`config.mk`:
```
export PLATFORM = sky130hd
export DESIGN_NAME = store_write_buffer
export DESIGN_NICKNAME = d
export VERILOG_FILES = /design/src/rtl/store_write_buffer_pkg.sv /design/src/rtl/swb_entry_array.sv /design/src/rtl/store_write_buffer.sv
export SDC_FILE = /design/constraint.sdc
export NUM_CORES = 1
export LEC_CHECK = 0
export ABC_AREA = 1
export CAP_MARGIN = 20
export CORE_MARGIN = 2
export CORE_UTILIZATION = 58
export CTS_CLUSTER_SIZE = 8
export DETAILED_ROUTE_END_ITERATION = 7
export HOLD_SLACK_MARGIN = 0.06
export PLACE_DENSITY = 0.85
export SYNTH_ARGS = -nofsm -noshare
export SYNTH_HDL_FRONTEND = slang
export SYNTH_SLANG_ARGS = --single-unit
```
`constraint.sdc`:
```
create_clock -name CLK -period 10.7 [get_ports CLK]
set_clock_uncertainty 0.15 [all_clocks]
set_input_delay 2.14 -clock CLK [delete_from_list [all_inputs] [get_ports CLK]]
set_output_delay 2.14 -clock CLK [all_outputs]
set_load 0.02 [all_outputs]
```
`src/rtl/store_write_buffer_pkg.sv`:
```
// Shared definitions for the store write buffer: size encodings, entry layout, drain FSM states.
// Replaces the legacy store_buffer_defs.v header; 98-bit entry = {addr, data, size}.
package store_write_buffer_pkg;

    localparam logic [1:0] SZ_BYTE  = 2'b00;
    localparam logic [1:0] SZ_WORD  = 2'b01;
    localparam logic [1:0] SZ_DWORD = 2'b10;
    localparam logic [1:0] SZ_QWORD = 2'b11;

    localparam int ENTRY_W = 98;

    typedef struct packed {
        logic [31:0] addr;
        logic [63:0] data;
        logic [1:0]  size;
    } swb_entry_t;

    typedef enum logic [0:0] {
        ST_IDLE = 1'b0,
        ST_REQ  = 1'b1
    } swb_state_t;

endpackage

```
`src/rtl/swb_entry_array.sv`:
```
// Store entry storage: DEPTH x 98 registers, write port at wr_ptr, read port at rd_ptr, valid bits.
// Latency: write visible at the read port the cycle after the push edge; no backpressure of its own.
// WB_LD_CONFLICT_EN builds the per-entry load-alias comparators; otherwise ld_conflict is 0.
module swb_entry_array
    import store_write_buffer_pkg::*;
#(
    parameter int DEPTH = 4,
    parameter int AW    = $clog2(DEPTH)
) (
    input  logic          clk,
    input  logic          rst_n,
    input  logic          wr_en,
    input  logic [AW-1:0] wr_ptr,
    input  swb_entry_t    wr_entry,
    input  logic          rd_en,
    input  logic [AW-1:0] rd_ptr,
    output swb_entry_t    rd_entry,
    input  logic [31:0]   ld_addr,
    output logic          ld_conflict
);

    swb_entry_t           mem [DEPTH];
    logic [DEPTH-1:0]     valid;

    // Payload needs no reset: it is only ever observed behind a valid/REQ qualifier.
    always_ff @(posedge clk) begin
        if (wr_en) begin
            mem[wr_ptr] <= wr_entry;
        end
    end

    always_ff @(posedge clk or negedge rst_n) begin
        if (!rst_n) begin
            valid <= '0;
        end else begin
            if (rd_en) begin
                valid[rd_ptr] <= 1'b0;
            end
            if (wr_en) begin
                valid[wr_ptr] <= 1'b1;
            end
        end
    end

    assign rd_entry = mem[rd_ptr];

`ifdef WB_LD_CONFLICT_EN
    logic unused_ld_lo;
    assign unused_ld_lo = ^ld_addr[2:0];

    // Doubleword-granular alias check; the head under REQ is still valid and counts.
    always_comb begin
        ld_conflict = 1'b0;
        for (int i = 0; i < DEPTH; i++) begin
            if (valid[i] && (mem[i].addr[31:3] == ld_addr[31:3])) begin
                ld_conflict = 1'b1;
            end
        end
    end
`else
    logic unused_ld;
    assign unused_ld   = ^{ld_addr, valid};
    assign ld_conflict = 1'b0;
`endif

endmodule

```
`src/rtl/store_write_buffer.sv`:
```
// Store write buffer between writeback and the D-cache write port; optional WB_LD_CONFLICT_EN alias check.
// Latency: push at edge N -> DC_WR_REQ from edge N+1; one entry drained per ACKed cycle.
// Backpressure: In_write_ready low when DEPTH entries are held; a same-cycle pop does not free a slot.
module store_write_buffer
    import store_write_buffer_pkg::*;
#(
    parameter int DEPTH = 4
) (
    input  logic        CLK,
    input  logic        CLR,
    input  logic        WB_Final_Dcache_Write,
    input  logic [31:0] WB_Final_Dcache_Address,
    input  logic [63:0] WB_Final_Dcache_Data,
    input  logic [1:0]  WB_Final_datasize,
    output logic        In_write_ready,
    output logic        DC_WR_REQ,
    output logic [31:0] DC_WR_ADDR,
    output logic [63:0] DC_WR_DATA,
    output logic [1:0]  DC_WR_SIZE,
    input  logic        DC_WR_ACK,
    output logic        SWB_EMPTY,
    input  logic [31:0] LD_ADDR,
    output logic        LD_CONFLICT
);

    localparam int AW = $clog2(DEPTH);
    localparam int CW = AW + 1;
    localparam logic [AW-1:0] PTR_ONE = AW'(1);
    localparam logic [CW-1:0] CNT_ONE = CW'(1);
    localparam logic [CW-1:0] CNT_MAX = CW'(DEPTH);

    swb_state_t  state;
    logic [AW-1:0] wptr;
    logic [AW-1:0] rptr;
    logic [CW-1:0] count;
    logic [CW-1:0] count_next;
    logic          push;
    logic          pop;
    swb_entry_t    wr_entry;
    swb_entry_t    head;

    assign In_write_ready = (count != CNT_MAX);
    assign push           = WB_Final_Dcache_Write && In_write_ready;
    assign pop            = (state == ST_REQ) && DC_WR_ACK;

    assign wr_entry.addr = WB_Final_Dcache_Address;
    assign wr_entry.data = WB_Final_Dcache_Data;
    assign wr_entry.size = WB_Final_datasize;

    always_comb begin
        count_next = count;
        if (push && !pop) begin
            count_next = count + CNT_ONE;
        end else if (pop && !push) begin
            count_next = count - CNT_ONE;
        end
    end

    always_ff @(posedge CLK or negedge CLR) begin
        if (!CLR) begin
            state <= ST_IDLE;
            wptr  <= '0;
            rptr  <= '0;
            count <= '0;
        end else begin
            if (push) begin
                wptr <= wptr + PTR_ONE;
            end
            if (pop) begin
                rptr <= rptr + PTR_ONE;
            end
            count <= count_next;
            case (state)
                ST_IDLE: if (count != '0) state <= ST_REQ;
                ST_REQ:  if (pop && (count_next == '0)) state <= ST_IDLE;
                default: state <= ST_IDLE;
            endcase
        end
    end

    swb_entry_array #(
        .DEPTH (DEPTH),
        .AW    (AW)
    ) u_entries (
        .clk         (CLK),
        .rst_n       (CLR),
        .wr_en       (push),
        .wr_ptr      (wptr),
        .wr_entry    (wr_entry),
        .rd_en       (pop),
        .rd_ptr      (rptr),
        .rd_entry    (head),
        .ld_addr     (LD_ADDR),
        .ld_conflict (LD_CONFLICT)
    );

    // Head fields read zero outside REQ so a reset-withdrawn request shows nothing stale.
    assign DC_WR_REQ  = (state == ST_REQ);
    assign DC_WR_ADDR = DC_WR_REQ ? head.addr : '0;
    assign DC_WR_DATA = DC_WR_REQ ? head.data : '0;
    assign DC_WR_SIZE = DC_WR_REQ ? head.size : '0;
    assign SWB_EMPTY  = (count == '0) && (state == ST_IDLE);

endmodule

```
**After elaboration in Yosys (flattened, before gate mapping)**

Memories as Yosys holds them, arrays and structs flattened.
Cells that the tools add are included.

- Register bits after elaboration: 8
- RAM bits: 392
- Output and inout port bits: 102
- Memories kept: 1

Memories:

| name | depth | width | rd ports | clocked after Yosys merged registers in | write ports | line | source |
|---|---|---|---|---|---|---|---|
| u_entries.mem | 4 | 98 | 1 | 0 | 1 | swb_entry_array.sv:22 | `swb_entry_t mem [DEPTH];` |

- Add/sub/neg operators: 4
- Equality and inequality tests: 1
- Mux-type cells: 10
- Bitwise logic cells: 1
- Reductions and logical operators: 11

Operators by type and width:

| kind | count |
|---|---|
| 64-bit two-way mux | 1 |
| 32-bit two-way mux | 1 |
| 1-bit logical AND | 6 |
| 3-bit zero test | 2 |
| 3-bit two-way mux | 2 |
| 2-bit by 1-bit adder with 2-bit output (second input constant) | 2 |
| 1-bit two-way mux | 4 |
| 3-bit by 1-bit adder with 3-bit output (second input constant) | 1 |
| 3-bit != test (second input constant) | 1 |
| 3-bit nonzero test | 1 |
| 3-bit by 1-bit subtractor with 3-bit output (second input constant) | 1 |
| 1-bit zero test | 2 |
| 2-bit two-way mux | 1 |
| 1-bit case mux with 2 select lines | 1 |
| 1-bit inverter | 1 |

**Longest topological paths before layout**

Gate-level depths: netlist (run 1).

- Depth in word-level cells: 10
- Depth in mapped cells: 10
- Depth with buffers taken out: 10

**Modules after synthesis**

A second synthesis (run 1) with hierarchy kept.

- Cell total of the unflattened synthesis: 1802
- Area, all modules: 17743.3 um^2

By module, submodules not included:

| module | instances | cells each | area an instance (um^2) | sequential area each (um^2) |
|---|---|---|---|---|
| swb_entry_array | 1 | 1545 | 16498.3 | 11771.3 |
| store_write_buffer | 1 | 257 | 1244.9 | 200.2 |

**Worst setup path before layout (run 1)**

No wires, ideal clock.

- Kind: input -> register
- From: in WB_Final_Dcache_Write
- To: mem u_entries.mem[0][0] in the netlist's numbering (enable)
- Arrival: 6.314 ns
- Data required time: 9.994 ns
- Setup slack: 3.680 ns
- Stages on the path: 2
- Path buffers: 0
- Cell sequence: nand2_4 > nor2_1

- Longest elaborated chain between the ends: 3

Ends and longest elaborated chain:

| item | line | source |
|---|---|---|
| start, declared | store_write_buffer.sv:11 | `input logic WB_Final_Dcache_Write,` |
| 1-bit logical AND | store_write_buffer.sv:43 | `assign push = WB_Final_Dcache_Write && In_write_ready;` |
| 1-bit two-way mux | swb_entry_array.sv:27 | `if (wr_en) begin` |
| 1-bit two-way mux (implied by the code) | swb_entry_array.sv:28 | `mem[wr_ptr] <= wr_entry;` |
| end, declared | swb_entry_array.sv:22 |  |

Every way passes these cells.

**Final worst setup path (run 1)**

- From: reg rptr[0]
- To: out DC_WR_DATA[25]

- Longest elaborated chain between the ends: 2

Ends and longest elaborated chain:

| item | line | source |
|---|---|---|
| start, declared | store_write_buffer.sv:34 | `logic [AW-1:0] rptr;` |
| start signal, assigned | store_write_buffer.sv:70 | `rptr <= rptr + PTR_ONE;` |
| memory read 4 x 98 bit | -- |  |
| 64-bit two-way mux | store_write_buffer.sv:100 | `assign DC_WR_DATA = DC_WR_REQ ? head.data : '0;` |
| end, declared | store_write_buffer.sv:18 | `output logic [63:0] DC_WR_DATA,` |

Every way passes these cells.

==> qor.yml, run 1 <==
status:
  outcome: "finished clean"
min_path:
  hp-class: "reg -> reg"
  hold_path_end: "count[1]$_DFF_PN0_"
  min_path_cells: 2
  hp-start: "count[1]$_DFF_PN0_"
placed_design:
  place_congestion: 0.7377
  dp.cells: 1703
  pre_cts_slack_ns: 4.833
  post-dp-hpwl_mm: 18.08
  portBuffers: 202
sta:
  fin_tns_setup_ns: 0
  period_needed_ns: 6.470
  slew-limit-headroom: 0.2306
  rsz0062_at_grt: "false"
  timing.hold.ws_ns: 0.4375
  setup_viol: 0
  finalMaxSlewViolations: 0
  setup_ws_ns: 4.230
  clock.fmax_ghz: 0.1546
  tightest_slew_ns: 1.154
  finalCritPeriodShare: 0.6047
  hold_viol_final: 0
drt:
  first_pass_iters: 5
  drtIter0Drc: 899
  vias_per_cell: 5.657
  drc: 0
  wl_per_cell_um: 18.91
  antenna_left: 0
  vias: 10024
  routed_wl_mm: 33.50
synthesis:
  synth_cells: 1221
  synth-seq-cells: 400
  yosys.cell_types.count: 23
  syn_nets: 1362
  yosys_warnings: 0
  syn_avg_cell_area_um2: 12.82
  ys.flop_type: "edfxtp_1"
  synth_edf_count: 392
  synth.cell_area_um2: 15650
  async_flop_share: 0.02000
  seq_area_frac_synth: 0.7648
global_routing:
  gr-max-usage-layer: "met2"
  grtUsageMet2: 0.3958
  grt_use_total: 0.2341
  met3_usage: 0.07287
  grt_pass1_vias: 10114
  grt_pass1_wl_mm: 51.70
  grt_use_met1: 0.2929
  grt_remaining_overflow: 0
  antenna_found_initial: 3
  grt_max_degree: 103
clocking:
  clock_latency_ns: 0.54
  clock_sinks: 400
  cts.path.max_buffers: 3
  htreeDepth: 2
  cts_resized: 0
  cts_tree: "done"
  clkTransAtPathRegs_ns: 0.05
  numCtsBuffers: 55
  post-cts-setup-buffers: 0
  clock-root-buffer: "clkbuf_16"
  cts_hold_buffers: 0
finish:
  fin_cells: 1772
  n_fill_cell: 1660
  fin_nets: 1560
  post-route-util: 0.7227
  synthToLayoutAreaGrowth_pct: 23.39
  layout-drive-gt1-share: 0.05944
setup_path:
  endpoint_kind: "output port"
  crit_type: "reg -> out"
  r2r-start: "count[0]$_DFF_PN0_"
  cp-start-kind: "flop"
  timing.reg2reg.setup_slack_ns: 7.41
  crit_fanout: 85
  reg2regPathDepth: 7
  rr_endpoint: "u_entries.mem[1][75]$_DFFE_PP_"
  worstPathRequired_ns: 8.41
  crit_arrival_ns: 4.18
die:
  die_h_um: 168.3
  rows: 60
  dieArea_um2: 28320
  start_util: 0.5857
  pin_count: 236
  die_x_um: 168.3
  core_um2: 26730
power_and_ir_drop:
  p_leak_uw: 0.006533
  max-vdd-ir-drop_mv: 0.3908
  power.density_nw_per_um2: 324.9
job:
  maxCapViolations: 0
## metal layers
metal  wire [um]  part of all wire
met5           8           0.00024
met3        3171             0.095
met4         644             0.019
met1       13160              0.39
met2       16520              0.49
## state kept, by name (all words and copies together) (netlist names)
name           cells
u_entries.mem    392
rptr               2
wptr               2
DC_WR_REQ          1
count              3
## worst max path at each step
stage	from	endpoint	slack, ns	cells after the start
finish	rptr[0]$_DFFE_PN0P_	DC_WR_DATA[25]	4.23	7
global route	rptr[0]$_DFFE_PN0P_	DC_WR_DATA[25]	3.95	7
CTS	rptr[0]$_DFFE_PN0P_	DC_WR_DATA[53]	4.24	7
detailed placement	rptr[0]$_DFFE_PN0P_	DC_WR_DATA[53]	4.83	7
global placement	rptr[0]$_DFFE_PN0P_	DC_WR_DATA[44]	4.96	7
floorplan	WB_Final_Dcache_Write	u_entries.mem[0][0]$_DFFE_PP_	3.68	2
## where the power goes
group | total (uW) | switching [uW] | internal (uW) | leakage (uW)
clock network | 1490 | 552 | 934 | 0.000715
registers | 2170 | 99.8 | 2070 | 0.00368
logic | 2620 | 1630 | 989 | 0.00214
total | 6270 | 2280 | 3990 | 0.00653
## cell type report
cell class                 instances  area, um2  share of cell area
timing repair buffer             216       2127              0.1101
tap                              341      426.7             0.02209
multi-input combinational        731       3249              0.1682
inverter                          15      61.31            0.003174
clock buffer                      68       1468             0.07599
antenna                            1      2.502           0.0001296
sequential                       400      11980              0.6202
## cells in the final DEF, fill, tap and decap left out, drive strengths merged
cell type,count
diode,1
nor3b,1
clkbuf,68
clkinv,2
conb,1
clkdlybuf4s50,202
edfxtp,392
o21ai,196
dfrtp,8
nand2,15
buf,14
ha,7
nor2,401
a21oi,100
nand3,6
inv,13
nand4,2
xor2,2
## cell usage after synthesis (7+ instances only)
| master | number | area (um2) |
|---|---|---|
| a21oi_1 | 100 | 500.5 |
| buf_2 | 11 | 55.05 |
| buf_4 | 17 | 127.6 |
| clkbuf_1 | 30 | 112.6 |
| clkbuf_2 | 13 | 65.06 |
| dfrtp_1 | 8 | 200.2 |
| edfxtp_1 | 392 | 11770 |
| ha_1 | 7 | 87.58 |
| inv_1 | 11 | 41.29 |
| nand2_1 | 12 | 45.04 |
| nor2_1 | 401 | 1505 |
| o21ai_0 | 191 | 955.9 |
## through the flow
| stage | area (um2) | total power (uW) |
|---|---|---|
| 5_1_grt | 19310 | 6613 |
| 6_report | 19310 | 6275 |
| 3_3_place_gp | 17840 | 4736 |
| 2_1_floorplan | 15650 | 3761 |
| 3_5_place_dp | 17840 | 4804 |
| 4_1_cts | 19310 | 6306 |
## kinds of logic after synthesis
| kind of cell | share of synthesized area |
|---|---|
| AND/OR/NAND/NOR | 0.1041 |
| flip-flops | 0.7648 |
| AO/OA/AOI/OAI | 0.09464 |
| buffers and inverters | 0.02950 |
| adder cells (fa/ha/maj) | 0.005595 |
| XOR/XNOR | 0.001119 |
| other | 0.0002396 |
## worst max-delay path, stage by stage (launching register included)
cell,delay (ns)
dfrtp_4,0.67
buf_4,0.76
buf_4,0.79
nor2_1,0.15
nor2_1,0.16
o21ai_0,0.11
a21oi_1,0.22
clkdlybuf4s50_1,0.65
Power figures use the tool's default switching activity.
==> inputs of run 2 (changes only) <==
--- a/config.mk
+++ b/config.mk
@@ -8,11 +8,11 @@
 export ABC_AREA = 1
 export CAP_MARGIN = 20
 export CORE_MARGIN = 2
-export CORE_UTILIZATION = 58
+export CORE_UTILIZATION = 54
 export CTS_CLUSTER_SIZE = 8
 export DETAILED_ROUTE_END_ITERATION = 7
 export HOLD_SLACK_MARGIN = 0.06
-export PLACE_DENSITY = 0.85
+export PLACE_DENSITY = 0.8
 export SYNTH_ARGS = -nofsm -noshare
 export SYNTH_HDL_FRONTEND = slang
 export SYNTH_SLANG_ARGS = --single-unit
==> constraint.sdc (replaced) <==
create_clock -name CLK -period 6.21 [get_ports CLK]
set_clock_uncertainty 0.15 [all_clocks]
set_input_delay 1.242 -clock CLK [delete_from_list [all_inputs] [get_ports CLK]]
set_output_delay 1.242 -clock CLK [all_outputs]
set_load 0.02 [all_outputs]
==> qor.yml, run 2 (synthesis gave the netlist of run 1 again) <==
status:
  outcome: "finished clean"
clocking:
  numCtsBuffers: 55  # unchanged
  cts_hold_buffers: 0  # unchanged
  clock_latency_ns: 0.54  # about the same
  cts_resized: 0  # unchanged
  htreeDepth: 2  # unchanged
  clkTransAtPathRegs_ns: 0.05  # about the same
  clock-root-buffer: "clkbuf_16"
  clock_sinks: 400  # unchanged
  cts_tree: "done"
  post-cts-setup-buffers: 0  # unchanged
  cts.path.max_buffers: 3  # unchanged
global_routing:
  antenna_found_initial: 1  # -2
  grt_pass1_vias: 10210  # +0.95%
  grt_remaining_overflow: 0  # unchanged
  grt_pass1_wl_mm: 52.57  # +1.7%
  grt_use_total: 0.2200  # -0.01413
  grt_max_degree: 198  # +92%
power_and_ir_drop:
  combPwrFrac: 0.417  # about the same
  p_leak_uw: 0.006551  # +0.27%
  sw_frac_of_total: 0.3640  # +0.0005587
  max-vdd-ir-drop_mv: 0.4677  # +20%
  pwr-share-seq: 0.346  # about the same
  p_int_uw: 6903  # +73%
  p_sw_uw: 3951  # +73%
  power.density_nw_per_um2: 559.1  # +72%
  clkPwrFrac: 0.237  # about the same
drt:
  vias_per_cell: 5.521  # -2.4%
  drtIter0Drc: 821  # -8.7%
  drc: 0  # unchanged
  routed_wl_mm: 33.81  # +0.90%
  wl_per_cell_um: 18.62  # -1.5%
  antenna_left: 0  # unchanged
  vias: 10027  # +0.030%
  first_pass_iters: 5  # unchanged
finish:
  synthToLayoutAreaGrowth_pct: 24.02
  multi_input_area_um2: 3249  # unchanged
  n_fill_cell: 1930  # +16%
  mostFrequentLayoutCells: "nor2_1, edfxtp_1, clkdlybuf4s50_1, o21ai_0, a21oi_1"
  mostFrequentLayoutCell: "nor2_1"
  top_regs: "u_entries.mem: 392 flops, count: 3 flops"
  layout-drive-gt1-share: 0.06010  # +0.0006573
  fin_cells: 1816  # +2.5%
  largest_reg_flops: 392  # unchanged
  register_area_um2: 11980  # unchanged
  fin_nets: 1561  # +0.064%
  largest_register: "u_entries.mem"
setup_path:
  r2r-start: "count[0]$_DFF_PN0_"
  reg2regPathDepth: 6  # -1
  timing.reg2reg.setup_slack_ns: 3.52  # -3.89 ns
  cp-start-kind: "flop"
  rr_endpoint: "u_entries.mem[1][43]$_DFFE_PP_"
  crit_type: "reg -> out"
  endpoint_kind: "output port"
  crit_arrival_ns: 3.13  # -1.05 ns
  crit_fanout: 53  # -38%
  worstPathRequired_ns: 4.82  # -3.59 ns
die:
  die_x_um: 174.3  # +3.6%
  start_util: 0.5468  # -0.03886
  rows: 62  # +3.3%
  pin_count: 236  # unchanged
  core_um2: 28630  # +7.1%
  die_h_um: 174.3  # +3.6%
  dieArea_um2: 30360  # +7.2%
placed_design:
  dp.cells: 1747  # +2.6%
  post-dp-hpwl_mm: 18.05  # -0.19%
  portBuffers: 202  # unchanged
  place_congestion: 0.7121  # -3.5%
sta:
  tightest_slew_ns: 0.9656  # -0.1885 ns
  hold_viol_final: 0  # unchanged
  slew-limit-headroom: 0.3563  # +0.1257
  finalCritPeriodShare: 0.7289
  rsz0062_at_grt: "false"
  period_needed_ns: 4.526
  finalMaxSlewViolations: 0  # unchanged
  fin_tns_setup_ns: 0  # unchanged
  setup_viol: 0  # unchanged
  clock.fmax_ghz: 0.2209
min_path:
  min_path_cells: 2  # unchanged
  hp-class: "reg -> reg"
  hp-start: "count[1]$_DFF_PN0_"
  hold_path_end: "count[1]$_DFF_PN0_"
job:
  maxCapViolations: 0  # unchanged
[run 2: changes by cell type in the layout (fill, tap and decap cells not counted), sizes merged]
cell / change
buf: +1
[run 2: stage by stage]
stage                 util  area (um2)  hold slack (ns)  power (uW)  setup slack, ns
floorplan                -       15650           0.3730        6481          0.08802
global placement    0.6268       17940           0.3928        8221            2.236
detailed placement  0.6268       17940           0.4141        8327            2.216
CTS                 0.6781       19410           0.4259       10930            1.643
global route        0.6781       19410           0.4564       11440            1.487
finish              0.6782       19410           0.4257       10850            1.684
[run 2: final cells by class]
| class | instances | area share |
|---|---|---|
| Sequential cell | 400 | 0.6171 |
| Inverter | 15 | 0.003158 |
| Tap cell | 384 | 0.02475 |
| Multi-Input combinational cell | 731 | 0.1674 |
| Antenna cell | 1 | 0.0001289 |
| Clock buffer | 68 | 0.07560 |
| Timing Repair Buffer | 217 | 0.1119 |
[run 2: worst max-delay path by stage]
| stage | start | end | slack, ns |
|---|---|---|---|
| 6_report | rptr[1]$_DFFE_PN0P_ | DC_WR_DATA[31] | 1.68 |
| 5_1_grt | rptr[1]$_DFFE_PN0P_ | DC_WR_DATA[57] | 1.49 |
| 4_1_cts | rptr[0]$_DFFE_PN0P_ | DC_WR_DATA[26] | 1.64 |
| 3_5_place_dp | rptr[0]$_DFFE_PN0P_ | DC_WR_ADDR[16] | 2.22 |
| 3_3_place_gp | rptr[0]$_DFFE_PN0P_ | DC_WR_ADDR[10] | 2.24 |
| 2_1_floorplan | WB_Final_Dcache_Write | u_entries.mem[0][0]$_DFFE_PP_ | 0.09 |
[run 2: worst max-delay path: stages, from the launching register on]
cell and delay (ns):
dfrtp_4 0.88, clkinv_2 0.13, buf_4 0.33, nor2_1 0.20
o21ai_0 0.12, a21oi_1 0.19, clkdlybuf4s50_1 0.67
[run 2: power by group through the flow]
stage	Sequential, uW	Clock (uW)	Combinational, uW
detailed placement	3800	0	4530
CTS	3750	2610	4570
global placement	3770	0	4450
global route	3790	2730	4930
floorplan	3780	0	2710
finish	3750	2570	4530
[run 2: layer usage]
layer	wire, um	share of wire	vias to the layer above	track usage
li1	-	-	4707	-
met1	13840	0.41	4881	0.2870
met4	705	0.021	2	0.06197
met3	2664	0.079	61	0.05490
met2	16580	0.49	376	0.3695
met5	13	0.00038	-	0
==> inputs of run 3 (changes only) <==
--- a/config.mk
+++ b/config.mk
@@ -8,11 +8,11 @@
 export ABC_AREA = 1
 export CAP_MARGIN = 20
 export CORE_MARGIN = 2
-export CORE_UTILIZATION = 54
+export CORE_UTILIZATION = 49
 export CTS_CLUSTER_SIZE = 8
 export DETAILED_ROUTE_END_ITERATION = 7
 export HOLD_SLACK_MARGIN = 0.06
-export PLACE_DENSITY = 0.8
+export PLACE_DENSITY = 0.76
 export SYNTH_ARGS = -nofsm -noshare
 export SYNTH_HDL_FRONTEND = slang
 export SYNTH_SLANG_ARGS = --single-unit
==> constraint.sdc (replaced) <==
create_clock -name CLK -period 3.8 [get_ports CLK]
set_clock_uncertainty 0.15 [all_clocks]
set_input_delay 0.76 -clock CLK [delete_from_list [all_inputs] [get_ports CLK]]
set_output_delay 0.76 -clock CLK [all_outputs]
set_load 0.02 [all_outputs]
==> qor.yml, run 3 (synthesis gave the netlist of run 1 again) <==
setup_path:
  max_stage_delay_ns: 0.66  # -0.22 ns
  slowest_stage: "clkdlybuf4s50_1"
  crit_arrival_ns: 2.73  # -0.40 ns
  worstPathRequired_ns: 2.89  # -1.93 ns
  crit_fanout: 53  # unchanged
  cp-start-kind: "flop"
  cp_num_buf_inv: 3  # unchanged
  cp_cell_sequence: "clkinv_2 -> buf_12 -> a21oi_1 -> clkdlybuf4s50_1"
  cp_top_family: "buffers and inverters"
  crit_type: "reg -> out"
  endpoint_kind: "output port"
clocking:
  numCtsBuffers: 55  # unchanged
  cts_hold_buffers: 0  # unchanged
  htreeDepth: 2  # unchanged
  clkTransAtPathRegs_ns: 0.05  # about the same
  clock_sinks: 400  # unchanged
  cts.path.max_buffers: 3  # unchanged
  clock_latency_ns: 0.54  # about the same
  cts_resized: 0  # unchanged
  post-cts-setup-buffers: 0  # unchanged
  clock-root-buffer: "clkbuf_16"
  cts_tree: "done"
power_and_ir_drop:
  clkPwrFrac: 0.234  # -0.003
  combPwrFrac: 0.429  # +0.012
  p_leak_uw: 0.006636  # +1.3%
  power.density_nw_per_um2: 912.9  # +63%
  p_int_uw: 11420  # +65%
  pwr-share-seq: 0.336  # -0.010
  max-vdd-ir-drop_mv: 0.6746  # +44%
  power.total_uw: 17940  # +65%
  p_sw_uw: 6523  # +65%
  sw_frac_of_total: 0.3636  # -0.0003739
sta:
  hold_viol_final: 0  # unchanged
  tightest_slew_ns: 0.7004  # -0.2652 ns
  finalCritPeriodShare: 0.9575
  clock.fmax_ghz: 0.2748
  setup_viol: 0  # unchanged
  period_needed_ns: 3.639
  rsz0062_at_grt: "false"
  finalMaxSlewViolations: 0  # unchanged
  slew-limit-headroom: 0.5331  # +0.1768
  fin_tns_setup_ns: 0  # unchanged
global_routing:
  grt_use_total: 0.2041  # -0.01583
  grt_pass1_vias: 10312  # +1.0%
  grt_pass1_wl_mm: 53.16  # +1.1%
  grt_max_degree: 100  # -49%
  antenna_found_initial: 4  # +3
  grt_remaining_overflow: 0  # unchanged
die:
  pin_count: 236  # unchanged
  core_um2: 31470  # +10%
  die_h_um: 182.7  # +4.9%
  start_util: 0.4973  # -0.04950
  rows: 65  # +4.8%
  dieArea_um2: 33390  # +10%
  die_x_um: 182.7  # +4.9%
drt:
  wl_per_cell_um: 18.79  # +0.96%
  drc: 0  # unchanged
  vias: 9981  # -0.46%
  routed_wl_mm: 34.64  # +2.5%
  first_pass_iters: 5  # unchanged
  vias_per_cell: 5.416  # -1.9%
  drtIter0Drc: 821  # unchanged
  antenna_left: 0  # unchanged
finish:
  largest_reg_flops: 392  # unchanged
  top_regs: "u_entries.mem: 392 flops, count: 3 flops"
  largest_register: "u_entries.mem"
  mostFrequentLayoutCells: "nor2_1, edfxtp_1, clkdlybuf4s50_1, o21ai_0, a21oi_1"
  post-route-util: 0.6243  # -0.05387
  final_area_um2: 19650  # +1.2%
  layout-drive-gt1-share: 0.06667  # +0.006569
  fin_nets: 1570  # +0.58%
  mostFrequentLayoutCell: "nor2_1"
  synthToLayoutAreaGrowth_pct: 25.53
status:
  outcome: "finished clean"
placed_design:
  place_congestion: 0.7772  # +9.1%
  post-dp-hpwl_mm: 18.70  # +3.6%
  postPlaceCellArea_um2: 18180  # +1.3%
  portBuffers: 202  # unchanged
job:
  maxCapViolations: 0  # unchanged
min_path:
  hp-class: "in -> async"
-- run 3: cell types whose count changed in the layout (fill, tap and decap cells not counted) --
cell       previous run  this run
clkbuf_16            57        56
inv_6                 0         1
buf_4                12         9
clkinv_8              0         1
clkbuf_1             11        10
buf_12                3        15
-- run 3: cell type report --
type	instances	area [um2]
Inverter	15	61.31
Timing Repair Buffer	226	2390
Clock inverter	2	25.02
Multi-Input combinational cell	731	3249
Fill cell	2291	11830
Antenna cell	1	2.502
Tap cell	402	503.0
Sequential cell	400	11980
Clock buffer	66	1439
-- run 3: final timing paths --
path	endpoint	slack, ns	cells past startpoint	startpoint
setup reg to reg	u_entries.mem[0][11]$_DFFE_PP_	1.78	6	count[0]$_DFF_PN0_
max in group asynchronous	rptr[0]$_DFFE_PN0P_	2.82	1	CLR
setup / recovery	DC_WR_DATA[19]	0.16	4	DC_WR_REQ$_DFF_PN0_
hold / removal	count[1]$_DFF_PN0_	0.36	1	CLR
hold reg to reg	count[1]$_DFF_PN0_	0.43	2	count[1]$_DFF_PN0_
min in group CLK	count[1]$_DFF_PN0_	0.43	2	count[1]$_DFF_PN0_
-- run 3: routing by layer --
metal	GRT usage	share of wire	vias up
met5	0	0.00087	-
met4	0.06323	0.020	4
met3	0.06255	0.086	64
met2	0.3538	0.50	339
met1	0.2459	0.39	4853
li1	-	-	4721
-- run 3: stage by stage --
step,hold WS (ns),instances,worst slack [ns]
6_report,0.3635,1843,0.1614
5_1_grt,0.3755,1843,0.007835
4_1_cts,0.3595,1842,0.1076
3_5_place_dp,0.4213,1774,0.6953
3_3_place_gp,0.4040,1774,0.6823
2_1_floorplan,0.3144,1221,-0.2687
-- run 3: worst reg2reg max path, cell delays in order, from the launching register on --
cell and delay, ns:
dfrtp_1 0.37, inv_1 0.09, ha_1 0.23, nand2_2 0.14, nand2_4 0.15, nor2_4 0.19
buf_12 0.34
-- run 3: power groups by stage --
stage / Clock, uW / Sequential (uW) / Combinational [uW]
6_report: 4210 / 6030 / 7700
5_1_grt: 4480 / 6080 / 8360
4_1_cts: 4290 / 6030 / 7790
3_5_place_dp: 0 / 6100 / 7740
3_3_place_gp: 0 / 6060 / 7630
2_1_floorplan: 0 / 6100 / 4430
